## src/rtl/ppi_pkg.sv

```systemverilog
// Shared types and elaboration helpers for the PPI transmit framer.
// Holds the framer state encoding, the FIFO level width and the configuration check.
package ppi_pkg;

  typedef enum logic [1:0] {
    IDLE = 2'd0,
    SEND = 2'd1,
    GAP  = 2'd2
  } state_e;

  // Level needs one extra bit so that a completely full FIFO is representable.
  function automatic int level_w(input int depth);
    return $clog2(depth) + 1;
  endfunction

  function automatic bit cfg_ok(input int frame_len, input int fifo_depth,
                                input int start_level, input int gap_cycles);
    return (frame_len >= 1) && (start_level >= 1) && (start_level <= frame_len) &&
           (start_level <= fifo_depth) && (fifo_depth >= 2) &&
           ((fifo_depth & (fifo_depth - 1)) == 0) && (gap_cycles >= 0);
  endfunction

endpackage

```

## src/rtl/ppi_tx_fifo.sv

```systemverilog
// Synchronous input FIFO for the PPI framer with registered ready and occupancy.
// No push/pop pass-through: a word pushed into an empty FIFO is poppable one cycle later.
module ppi_tx_fifo
  import ppi_pkg::*;
#(
  parameter int DATA_W = 16,
  parameter int DEPTH  = 32,
  parameter int LVL_W  = level_w(DEPTH)
) (
  input  logic              clk,
  input  logic              rst_n,
  input  logic              push,
  input  logic [DATA_W-1:0] wdata,
  input  logic              pop,
  output logic [DATA_W-1:0] rdata,
  output logic              empty,
  output logic              ready,
  output logic [LVL_W-1:0]  level
);

  localparam int AW = $clog2(DEPTH);

  logic [DATA_W-1:0] mem_r [DEPTH];
  logic [AW-1:0]     wr_ptr_r;
  logic [AW-1:0]     rd_ptr_r;
  logic [LVL_W-1:0]  level_r;
  logic              ready_r;
  logic [LVL_W-1:0]  level_next_s;
  logic              push_ok_s;
  logic              pop_ok_s;

  // ready_r is registered and always equals !full, so gating push with it blocks writes at full.
  assign push_ok_s = push && ready_r;
  assign pop_ok_s  = pop && (level_r != {LVL_W{1'b0}});

  // Occupancy for the next cycle.
  always_comb begin
    level_next_s = level_r;
    case ({push_ok_s, pop_ok_s})
      2'b10:   level_next_s = level_r + {{(LVL_W-1){1'b0}}, 1'b1};
      2'b01:   level_next_s = level_r - {{(LVL_W-1){1'b0}}, 1'b1};
      default: level_next_s = level_r;
    endcase
  end

  // Pointers, occupancy and ready; reset flushes the FIFO.
  always_ff @(posedge clk) begin
    if (!rst_n) begin
      wr_ptr_r <= {AW{1'b0}};
      rd_ptr_r <= {AW{1'b0}};
      level_r  <= {LVL_W{1'b0}};
      ready_r  <= 1'b0;
    end else begin
      if (push_ok_s) wr_ptr_r <= wr_ptr_r + {{(AW-1){1'b0}}, 1'b1};
      if (pop_ok_s)  rd_ptr_r <= rd_ptr_r + {{(AW-1){1'b0}}, 1'b1};
      level_r <= level_next_s;
      ready_r <= (level_next_s != LVL_W'(DEPTH));
    end
  end

  // Storage array; contents are don't-care until written.
  always_ff @(posedge clk) begin
    if (push_ok_s) mem_r[wr_ptr_r] <= wdata;
  end

  assign rdata = mem_r[rd_ptr_r];
  assign empty = (level_r == {LVL_W{1'b0}});
  assign ready = ready_r;
  assign level = level_r;

endmodule

```

## src/rtl/ppi_tx_framer.sv

```systemverilog
// PPI transmitter: buffers input words and sends them as fixed-length frames with a
// one-cycle frame sync on the first word, an inter-frame gap and sticky underrun flag.
module ppi_tx_framer
  import ppi_pkg::*;
#(
  parameter int                DATA_W      = 16,
  parameter int                FRAME_LEN   = 16,
  parameter int                FIFO_DEPTH  = 32,
  parameter int                START_LEVEL = 16,
  parameter int                GAP_CYCLES  = 2,
  parameter logic [DATA_W-1:0] IDLE_WORD   = {DATA_W{1'b0}}
) (
  input  logic                        clk,
  input  logic                        rst_n,
  input  logic                        enable,
  input  logic                        s_valid,
  input  logic [DATA_W-1:0]           s_data,
  output logic                        s_ready,
  output logic                        ppi_clk,
  output logic                        ppi_fs,
  output logic [DATA_W-1:0]           ppi_data,
  output logic                        busy,
  output logic                        underrun,
  input  logic                        clr_underrun,
  output logic [level_w(FIFO_DEPTH)-1:0] fifo_level
);

  localparam int LVL_W = level_w(FIFO_DEPTH);
  localparam int CW    = $clog2(FRAME_LEN + 1);
  localparam int GW    = (GAP_CYCLES > 0) ? $clog2(GAP_CYCLES + 1) : 1;

  if (!cfg_ok(FRAME_LEN, FIFO_DEPTH, START_LEVEL, GAP_CYCLES)) begin : g_bad_cfg
    $error("ppi_tx_framer: illegal parameter combination");
  end

  state_e            state_r, state_next_s;
  logic [CW-1:0]     cnt_r, cnt_next_s;
  logic [GW-1:0]     gcnt_r, gcnt_next_s;
  logic              fs_r, fs_next_s;
  logic [DATA_W-1:0] data_r, data_next_s;
  logic              underrun_r, underrun_next_s;
  logic              busy_r;
  logic              pop_s;
  logic [DATA_W-1:0] fifo_rdata_s;
  logic              fifo_empty_s;
  logic [LVL_W-1:0]  fifo_level_s;

  ppi_tx_fifo #(
    .DATA_W (DATA_W),
    .DEPTH  (FIFO_DEPTH),
    .LVL_W  (LVL_W)
  ) u_fifo (
    .clk   (clk),
    .rst_n (rst_n),
    .push  (s_valid),
    .wdata (s_data),
    .pop   (pop_s),
    .rdata (fifo_rdata_s),
    .empty (fifo_empty_s),
    .ready (s_ready),
    .level (fifo_level_s)
  );

  // Next-state, FIFO pop and next output values for the framer.
  always_comb begin
    state_next_s    = state_r;
    cnt_next_s      = cnt_r;
    gcnt_next_s     = gcnt_r;
    fs_next_s       = 1'b0;
    data_next_s     = IDLE_WORD;
    pop_s           = 1'b0;
    underrun_next_s = clr_underrun ? 1'b0 : underrun_r;
    case (state_r)
      IDLE: begin
        if (enable && (fifo_level_s >= LVL_W'(START_LEVEL))) begin
          pop_s        = 1'b1;
          data_next_s  = fifo_rdata_s;
          fs_next_s    = 1'b1;
          cnt_next_s   = CW'(1);
          state_next_s = SEND;
        end else begin
          state_next_s = IDLE;
        end
      end
      SEND: begin
        if (cnt_r == CW'(FRAME_LEN)) begin
          if (GAP_CYCLES > 0) begin
            state_next_s = GAP;
            gcnt_next_s  = GW'(1);
          end else begin
            state_next_s = IDLE;
          end
        end else if (!fifo_empty_s) begin
          pop_s       = 1'b1;
          data_next_s = fifo_rdata_s;
          cnt_next_s  = cnt_r + CW'(1);
        end else begin
          // Missing word: keep the slot so the frame length seen by the DSP is unchanged.
          underrun_next_s = 1'b1;
          cnt_next_s      = cnt_r + CW'(1);
        end
      end
      GAP: begin
        if (gcnt_r == GW'(GAP_CYCLES)) begin
          state_next_s = IDLE;
        end else begin
          gcnt_next_s = gcnt_r + GW'(1);
        end
      end
      default: begin
        state_next_s = IDLE;
      end
    endcase
  end

  // State, counters and all registered pin outputs.
  always_ff @(posedge clk) begin
    if (!rst_n) begin
      state_r    <= IDLE;
      cnt_r      <= {CW{1'b0}};
      gcnt_r     <= {GW{1'b0}};
      fs_r       <= 1'b0;
      data_r     <= IDLE_WORD;
      underrun_r <= 1'b0;
      busy_r     <= 1'b0;
    end else begin
      state_r    <= state_next_s;
      cnt_r      <= cnt_next_s;
      gcnt_r     <= gcnt_next_s;
      fs_r       <= fs_next_s;
      data_r     <= data_next_s;
      underrun_r <= underrun_next_s;
      busy_r     <= (state_next_s != IDLE);
    end
  end

  // DSP samples on the falling edge of clk, in the middle of the data eye.
  assign ppi_clk    = ~clk;
  assign ppi_fs     = fs_r;
  assign ppi_data   = data_r;
  assign busy       = busy_r;
  assign underrun   = underrun_r;
  assign fifo_level = fifo_level_s;

endmodule

```

## config.mk

```make
export PLATFORM = sky130hd
export DESIGN_NAME = ppi_tx_framer
export DESIGN_NICKNAME = d
export VERILOG_FILES = /design/src/rtl/ppi_pkg.sv /design/src/rtl/ppi_tx_fifo.sv /design/src/rtl/ppi_tx_framer.sv
export SDC_FILE = /design/constraint.sdc
export NUM_CORES = 1
export LEC_CHECK = 0
export BUFFER_PORTS_ARGS = -buffer_cell sky130_fd_sc_hd__buf_2
export CELL_PAD_IN_SITES_DETAIL_PLACEMENT = 1
export CELL_PAD_IN_SITES_GLOBAL_PLACEMENT = 1
export CORE_MARGIN = 2
export CORE_UTILIZATION = 46
export CTS_BUF_LIST = sky130_fd_sc_hd__clkbuf_16
export CTS_CLUSTER_SIZE = 10
export DETAILED_ROUTE_END_ITERATION = 6
export PLACE_DENSITY_LB_ADDON = 0.1
export REMOVE_ABC_BUFFERS = 1
export SYNTH_ARGS = -nofsm -noshare
export SYNTH_HDL_FRONTEND = slang
export SYNTH_SLANG_ARGS = --single-unit
export TNS_END_PERCENT = 30
```

## constraint.sdc

```tcl
create_clock -name clk -period 4 [get_ports clk]
set_input_delay 0 -clock clk [delete_from_list [all_inputs] [get_ports clk]]
set_output_delay 0 -clock clk [all_outputs]
set_load 0.01 [all_outputs]
```

==> results.md <==
* Outcome: finished clean
* Die Y at 221 um
* Postcts setup bufs at 0
* Type of the worst setup path: register to register
* Met2 usage at 0.357
* Busiest grt layer: met2
* Crit path arrival time at 3900 ps
* Drt via density at 5.68
* PwrDens at 482 nW/um2
* Setup WS post-layout at ~520 ps
* Max_cap viols at 0
* Layout cell share with drive strength beyond 1 at 0.327
* Yosys warning count at 0
* Pins Over Slew Limit at 0
* Hold Path Cell Cnt at 4
* Worst-path clk slew at 60 ps
* RSZ-0062 raised after global routing: false
* Most used cell, CP: ha_1
* Synthesized flop and latch total at ~560
* Commonest non-fill, non-tap cells in the layout: edfxtp_1, mux4_2, clkbuf_16
* Rows at 79
* Number of gates resized after CTS at 0
* Vias in the first global route at 11,100
* Final GP Congestion at 0.719
* Skew-Pair Late Insertion Delay at 590 ps
* I/O Buffers at 47
* 1st-pass router iterations at 4
* Clk root buf: clkbuf_16
* Gr ovfl total at 0
* Vias at around 10,000
* Final net count at 1,167
* Pin count of the biggest net entering global routing at between 40 and 50
* Clk buf depth at 3
* Drt total wl at 50.5 mm
* Worst Tran Pin Value at 940 ps
* GRT met1 Usage at 0.283
* Crit start category: register
* Leading cell type in the layout, fill and taps excluded: edfxtp_1
* H-tree lvl count at 3
* Hold crit path type: input port to register
* EDFF count, synth at 512
* Worst-path fanout max at 12
* Clock Skew at 14.4 ps
* Global Route Usage Sum at 0.212
* Levels on crit path at 12
* Crit path cell chain: or4_1 > or3_1 > nand2_2 > inv_1 > ha_1 > xor2_1 > ha_1 > a21oi_1 > or3b_2 > a31oi_1 > xnor2_1 > a41oi_1
* Final antenna-violating net count at 0
* Post-route DRC violation count at 0
* Post-synth top flop: edfxtp_1
* Setup slack at placement at roughly 540 ps
* Average size of a mapped cell at 21.6 um2
* Slew HR at 0.373
* Initial drt markers at 982
* Cells after Synth at 1,005
* Final cell utilization of the core at 0.538
* Fin crit share at 0.869
* Crit path largest cell delay at 580 ps
* R2R cell count at 12
* Synthesis-to-layout area growth at 15.5%
* Met3 GRT Util at 0.0402
* Async SR Flop Fraction at 0
* # setup viols final at 0
* DP Wirelength at 28.8 mm
* Hold_buf cts at 19
* Top Ports at between 40 and 50
* Core Footprint at approximately 47,000 um2
* Die ar. at 48,900 um2
* Starting Density at 0.465
* Sequential area share after synthesis at 0.756
* Mapped cell area at 21,700 um2
* WP buf/inv at 1
* CTS buffer count at 67
* Type of element capturing the critical path: register
* Slowest cell on the critical path: or4_1
* Max VDD drop at 261 uV
* Global-route wire length before repair at 74.5 mm
* Die Span X at roughly 220 um
* WL/cell at ~28 um
* CTS tree: built
* Max Clk Rate at 0.288 GHz
* P_leak at 8.07 nW
* Initial antenna violation count at 0
* Yosys cell types at 53
* Worst Path Required at 4420 ps
* Final Hold Violating Endpoints at 0
* Period minus WS final at approximately 3500 ps
* Crit-path leading delay family: simple AND/OR/NAND/NOR gates
## cell usage after synthesis (all sizes together), types with 2 or more instances
cell type,n,area [um2]
a21oi,13,65.1
a31oi,2,12.5
and2,6,40.0
and3,2,12.5
buf,25,158
clkbuf,24,90.1
clkinv,3,11.3
dfxtp,50,1000
edfxtp,512,15400
ha,11,138
inv,39,146
mux2i,2,20.0
mux4,160,3600
nand2,15,58.8
nand2b,5,31.3
nand3,6,47.6
nand3b,4,42.5
nand4,4,31.3
nor2,58,218
nor2b,4,25.0
nor3,3,15.0
nor4b,2,17.5
o21ai,2,10.0
o22ai,16,163
or3,2,12.5
or3b,4,37.5
xnor2,7,61.3
xor2,9,78.8
## worst paths after layout
kind	to	slack, ps	start
worst max-delay path	u_fifo.ready	520	u_fifo.level[1]
worst min-delay path	u_fifo.wr_ptr_r[1]	50	s_valid
worst max register to register	u_fifo.ready	520	u_fifo.level[1]
worst min register to register	underrun	480	underrun
## cells by family after synthesis
| group | count (synthesis) | share of synthesized area |
|---|---|---|
| buffers and inverters | 91 | 0.0187 |
| XOR/XNOR | 16 | 0.00647 |
| AND/OR/NAND/NOR | 121 | 0.0298 |
| adder cells (fa/ha/maj) | 11 | 0.00635 |
| multiplexers | 162 | 0.167 |
| flip-flops | 562 | 0.756 |
| AO/OA/AOI/OAI | 42 | 0.0158 |
## flip-flops by register name, summed over array words and instances, names as in the netlist, 2 cells and up, named ones only
register / flops
u_fifo.mem_r: 512
u_fifo.level: 6
u_fifo.wr_ptr_r: 5
gcnt_r: 2
u_fifo.rd_ptr_r: 5
cnt_r: 5
ppi_data: 16
state_r: 2
## tightest hold or removal path, stage by stage
cell and delay [ps]:
buf_2 120, and2_1 270, nand2_1 120, a21oi_1 50
## cell type report
| cell class | count | area [um2] |
|---|---|---|
| Fill cell | 4022 | 21500 |
| Sequential cell | 562 | 16400 |
| Multi-Input combinational cell | 352 | 4970 |
| Clock buffer | 74 | 1830 |
| Timing Repair Buffer | 109 | 801 |
| Tap cell | 607 | 759 |
| Inverter | 41 | 154 |
| Clock inverter | 34 | 129 |
| Antenna cell | 1 | 2.50 |
## power breakdown
group          total [mW]  internal (mW)  switching (mW)  leakage (nW)
Combinational       0.179         0.0496           0.130          1.98
Clock                5.45           3.23            2.22          1.08
Sequential           6.43           6.42         0.00795          5.01
Total                12.1           9.70            2.36          8.07
## metal layers
layer / vias to the layer above / wire, um
li1: 4369 / -
met5: - / 0
met2: 245 / 25700
met4: 0 / 1180
met3: 85 / 2160
met1: 5418 / 21400
## per-stage QoR
step	cell area [um2]	TNS, ps	std cells	hold slack (ps)	power (mW)
floorplan	21400	-42670	956	43.5	6.61
detailed placement	22900	0	1654	135	6.73
CTS	25000	0	1779	28.2	12.2
finish	25000	0	1780	48.8	12.1
global route	25000	0	1779	61.3	12.4
global placement	22900	0	1654	135	6.72
No activity file was read; power rests on OpenSTA's default activity.
